<file path="config.mk">
export PLATFORM = sky130hd
export DESIGN_NAME = fetch_queue
export DESIGN_NICKNAME = d
export VERILOG_FILES = /design/src/rtl/fetch_queue.sv
export SDC_FILE = /design/constraint.sdc
export NUM_CORES = 1
export LEC_CHECK = 0
export ABC_AREA = 1
export CAP_MARGIN = 20
export CORE_ASPECT_RATIO = 1.4
export CORE_MARGIN = 5
export CORE_UTILIZATION = 35
export CTS_CLUSTER_SIZE = 24
export DETAILED_ROUTE_END_ITERATION = 7
export HOLD_SLACK_MARGIN = 0.05
export REMOVE_ABC_BUFFERS = 1
export SLEW_MARGIN = 40
export SYNTH_ARGS = -nofsm -noshare
export SYNTH_HDL_FRONTEND = slang
export SYNTH_SLANG_ARGS = --single-unit
</file>
<file path="constraint.sdc">
create_clock -name clk -period 1.65 [get_ports clk]
set_input_delay 0.2475 -clock clk [delete_from_list [all_inputs] [get_ports clk]]
set_output_delay 0.2475 -clock clk [all_outputs]
set_load 0.1 [all_outputs]
</file>
<file path="src/rtl/fetch_queue.sv">
// fetch_queue: in-order {pc, inst} buffer between fetch and decode.
// DEPTH entries (power of two, >= 2), valid/ready on both sides, single-cycle flush.
// Optional build macro FETCH_QUEUE_BYPASS_EN: when the queue is empty, an incoming
// fetch is presented to decode in the same cycle (0-cycle latency).
`ifndef XLEN
`define XLEN 32
`endif
`ifndef INST_LEN
`define INST_LEN 32
`endif

module fetch_queue #(
  parameter int unsigned DEPTH = 4,
  localparam int unsigned CNT_W = $clog2(DEPTH + 1)
) (
  input  logic                 clk,
  input  logic                 rst_n,
  input  logic                 flush_i,
  input  logic                 in_valid_i,
  output logic                 in_ready_o,
  input  logic [`XLEN-1:0]     in_pc_i,
  input  logic [`INST_LEN-1:0] in_inst_i,
  output logic                 out_valid_o,
  input  logic                 out_ready_i,
  output logic [`XLEN-1:0]     out_pc_o,
  output logic [`INST_LEN-1:0] out_inst_o,
  output logic [CNT_W-1:0]     count_o
);

  localparam int unsigned PTR_W = $clog2(DEPTH);
  localparam logic [PTR_W-1:0] PTR_ONE = 1;
  localparam logic [CNT_W-1:0] CNT_ONE = 1;
  localparam logic [CNT_W-1:0] CNT_FULL = CNT_W'(DEPTH);

  logic [`XLEN-1:0]     pc_q   [DEPTH];
  logic [`INST_LEN-1:0] inst_q [DEPTH];
  logic [PTR_W-1:0]     wr_ptr_q, wr_ptr_d;
  logic [PTR_W-1:0]     rd_ptr_q, rd_ptr_d;
  logic [CNT_W-1:0]     count_q, count_d;

  logic empty, full, byp, push, pop, wr_en, rd_en;

  // Handshake qualification and head presentation
  always_comb begin
    empty = (count_q == '0);
    full  = (count_q == CNT_FULL);
`ifdef FETCH_QUEUE_BYPASS_EN
    byp = empty & in_valid_i & ~flush_i;
`else
    byp = 1'b0;
`endif
    in_ready_o  = ~full & ~flush_i;
    out_valid_o = (~empty & ~flush_i) | byp;
    out_pc_o    = byp ? in_pc_i   : pc_q[rd_ptr_q];
    out_inst_o  = byp ? in_inst_i : inst_q[rd_ptr_q];
    count_o     = count_q;
    push = in_valid_i & in_ready_o & ~flush_i;
    pop  = out_valid_o & out_ready_i & ~flush_i;
    // A bypassed entry consumed in the same cycle never touches storage or pointers.
    wr_en = push & ~(byp & out_ready_i);
    rd_en = pop & ~byp;
  end

  // Pointer and occupancy next-state
  always_comb begin
    wr_ptr_d = wr_ptr_q;
    rd_ptr_d = rd_ptr_q;
    count_d  = count_q;
    if (flush_i) begin
      wr_ptr_d = '0;
      rd_ptr_d = '0;
      count_d  = '0;
    end else begin
      if (wr_en) wr_ptr_d = wr_ptr_q + PTR_ONE;
      if (rd_en) rd_ptr_d = rd_ptr_q + PTR_ONE;
      if (wr_en && !rd_en)      count_d = count_q + CNT_ONE;
      else if (!wr_en && rd_en) count_d = count_q - CNT_ONE;
    end
  end

  // Pointer and occupancy registers
  always_ff @(posedge clk or negedge rst_n) begin
    if (!rst_n) begin
      wr_ptr_q <= '0;
      rd_ptr_q <= '0;
      count_q  <= '0;
    end else begin
      wr_ptr_q <= wr_ptr_d;
      rd_ptr_q <= rd_ptr_d;
      count_q  <= count_d;
    end
  end

  // Entry storage; cleared only by reset, never by flush
  always_ff @(posedge clk or negedge rst_n) begin
    if (!rst_n) begin
      for (int unsigned i = 0; i < DEPTH; i++) begin
        pc_q[i]   <= '0;
        inst_q[i] <= '0;
      end
    end else if (wr_en) begin
      pc_q[wr_ptr_q]   <= in_pc_i;
      inst_q[wr_ptr_q] <= in_inst_i;
    end
  end

endmodule

</file>
==> key figures <==
Detailed routing
  – Met1 Wirelength: 16.87 mm
  – Post-DRT Antenna Nets: 0
  – Initial DRC Count: 772
  – Via count: 11603
  – Met2 wire len: 20.78 mm
  – Final WL: around 41 mm
  – First-pass detailed-route iteration total: 6
  – Via-to-Cell Ratio: between 5 and 6
  – DRC: 0
  – Top layer in use: met4
  – Met3 wire len: between 2 and 2.5 mm
  – Drt wl/cell: 18.94 um

Power
  – Total power: between 40 and 50 mW
  – Pwr dens: 2331 mW/mm^2
  – Leakage: 8.410 nW
  – Max VDD drop: roughly 1.9 mV

Critical path
  – Slowest-stage cell, CP: dfrtp_4
  – Crit-path cells: clkinv_8 -> buf_16 -> nor2_1 -> o22ai_2 -> buf_12
  – CP top delay family: buffers and inverters
  – Critical Path AT: 2.05 ns
  – Buf/Inv on CP: 3
  – Startpoint types: flop
  – Critical path class: flop to primary output
  – Crit. End Element: primary output
  – Crit path largest cell delay: ~0.53 ns
  – Crit-path max FO: 26
  – CP required: ~1.4 ns

CTS
  – CTS tree: built
  – CTS max path bufs: 3
  – CTS Buf Count: 28
  – Skew-Pair Late Insertion Delay: 0.56 ns
  – CTS root buf: clkbuf_16
  – Clk pin slew, worst setup/hold paths: 0.06 ns
  – Clk sinks: 263
  – CTS H-tree lvls: 1

GRT
  – Vias in the first global route: 11476
  – Grt total ovfl: 0
  – Antenna violations before repair: 1
  – Largest net degree at the start of global routing: between 60 and 70
  – All-layer global routing usage: 0.1956
  – First-pass GRT wire length: between 60 and 70 mm

Timing
  – Hold Vio Cnt, Final: 0
  – Hold slack: 0.1677 ns
  – Slew Limit Fails: 0
  – Minimum clock period: roughly 2.3 ns
  – Clock skew: approximately 0.023 ns
  – Worst-Margin Slew: 0.3855 ns
  – Worst setup slack after layout: -0.6502 ns
  – RSZ-0062 raised after global routing: yes
  – Setup TNS: -37.30 ns
  – Tcrit/Tclk final: 1.394
  – Setup Viol. Count Final: between 60 and 70
  – Max_slew headroom: 0.7430
  – Fmax: approximately 430 MHz

Floorplan
  – Die width: 169.7 um
  – Die height: approximately 230 um
  – # rows: 82
  – Starting Density: 0.3519
  – Core Region: 0.03550 mm^2
  – Die ar.: 0.03963 mm^2
  – Num ports: 138

Run
  – # Max-Cap Violations: 0

Logic synthesis
  – Syn Inst Count: approximately 1500
  – Avg Cell Area, Syn: 8.134 um^2
  – Sequential fraction of the synthesis area: 0.5268
  – Synth top area cells: dfrtp_1, nand2_1, o21ai_1, o21ai_0, nor2_1
  – Netlist cell types: 24
  – Synthesized area: about 0.012 mm^2
  – Synth area leader: dfrtp_1
  – Top-area cell type share of the netlist area: 0.5268
  – Ys Warns: 0
  – #FFs+latches synth: around 260

Finish
  – Fin nets: between 1500 and 2000
  – Final instance area: 0.01741 mm^2
  – Area occupied by multi-input gates: 0.005446 mm^2
  – Post-Layout Cell Count: ~2200
  – Final core utilization: 0.4903
  – Reg area: 0.006586 mm^2
  – Layout cells sized above 1: 0.1935
  – Area growth syn-to-layout: 39.32%
  – Filler cells: approximately 3400

Place
  – GPL Wtd Cong: 0.8008
  – Placed Area: around 0.016 mm^2
  – Port bufs: 137
  – DP Cell Count: ~2100
  – DP Wirelength: 23.70 mm
  – Pre-CTS WS: -0.4223 ns

Run status
  – Status: finished with violations
  – Failing checks: negative setup slack

Min path
  – Path type of the worst min-delay path: input port to async pin
==> cells by family (layout without fill, tap and decap cells) <==
kind of cell    Yosys count  after routing  synth area share
compound gates          456            456            0.1894
xor+xnor                  1              1         0.0007012
fa+ha+maj                 5              5          0.005609
buf+inv                 142            332           0.06870
flops                   263            263            0.5268
other cells               0              2                 0
simple gates            669            669            0.2088
==> cells in the final DEF, fill, tap and decap left out, types with 9 or more instances in the layout <==
cell type        synthesis  routed
buf_12                   0     103
buf_4                   19      65
clkbuf_16                0      37
clkdlybuf4s50_1          0      67
dfrtp_1                263     261
inv_1                   18       9
nand2_1                528     525
nor2_1                 130     113
nor2_2                   1      16
o21ai_0                160      72
o21ai_1                229     301
o21ai_2                  0      16
o22ai_1                 64      28
o22ai_2                  0      31
==> worst paths after layout <==
kind / startpoint / end / slack [ns] / cells past startpoint
setup / recovery: rd_ptr_q[0] / out_inst_o[12] / -0.65 / 5
hold / removal: rst_n / pc_q[0] / 0.17 / 2
setup reg to reg: count_o[1] / count_o[2] / -0.15 / 13
hold reg to reg: pc_q[49] / pc_q[49] / 0.47 / 2
max in group asynchronous: rst_n / inst_q[3] / 0.81 / 3
min in group clk: in_inst_i[8] / inst_q[72] / 0.32 / 3
==> layer usage <==
layer,track usage,vias to the layer above
li1,-,5398
met1,0.2519,5721
met2,0.3330,398
met3,0.02370,86
met4,0.08029,0
met5,0,-
==> final cells by class <==
type                    instances  share of cell area
diodes                          2           0.0002875
clock buffers                  41             0.04831
clock inverters                 9            0.004169
inverters                      20            0.006398
multi-input cells            1131              0.3129
flip-flops and latches        263              0.3784
well taps                     462             0.03321
repair buffers                261              0.2158
repair inverters                1           0.0005032
==> cell usage after synthesis (all sizes together) <==
| master | count |
|---|---|
| a22o | 1 |
| a21oi | 2 |
| clkbuf | 48 |
| dfrtp | 263 |
| ha | 4 |
| xnor2 | 1 |
| o22ai | 64 |
| nor2 | 136 |
| inv | 20 |
| fa | 1 |
| nand3 | 3 |
| buf | 74 |
| nand2 | 530 |
| o21ai | 389 |
==> flip-flops by register name, summed over array words and instances, names as in the netlist <==
register,count
pc_q,128
inst_q,128
rd_ptr_q,2
wr_ptr_q,2
count_o,3
==> power by group <==
group	switching, mW	internal (mW)	leakage (nW)
combinational	15.2	8.63	4.56
clock	2.63	3.66	0.455
sequential	1.41	9.07	3.40
==> repair_timing <==
item                                    4_1_cts  5_1_grt
endpoints found under the setup margin      158      287
pin swaps                                    22        7
setup buffers                                 4        3
endpoints found under the hold margin       263        0
cloned                                        3        7
resized for setup                           118       82
hold buffers                                  1        0
(Power assumes the default switching activity.)
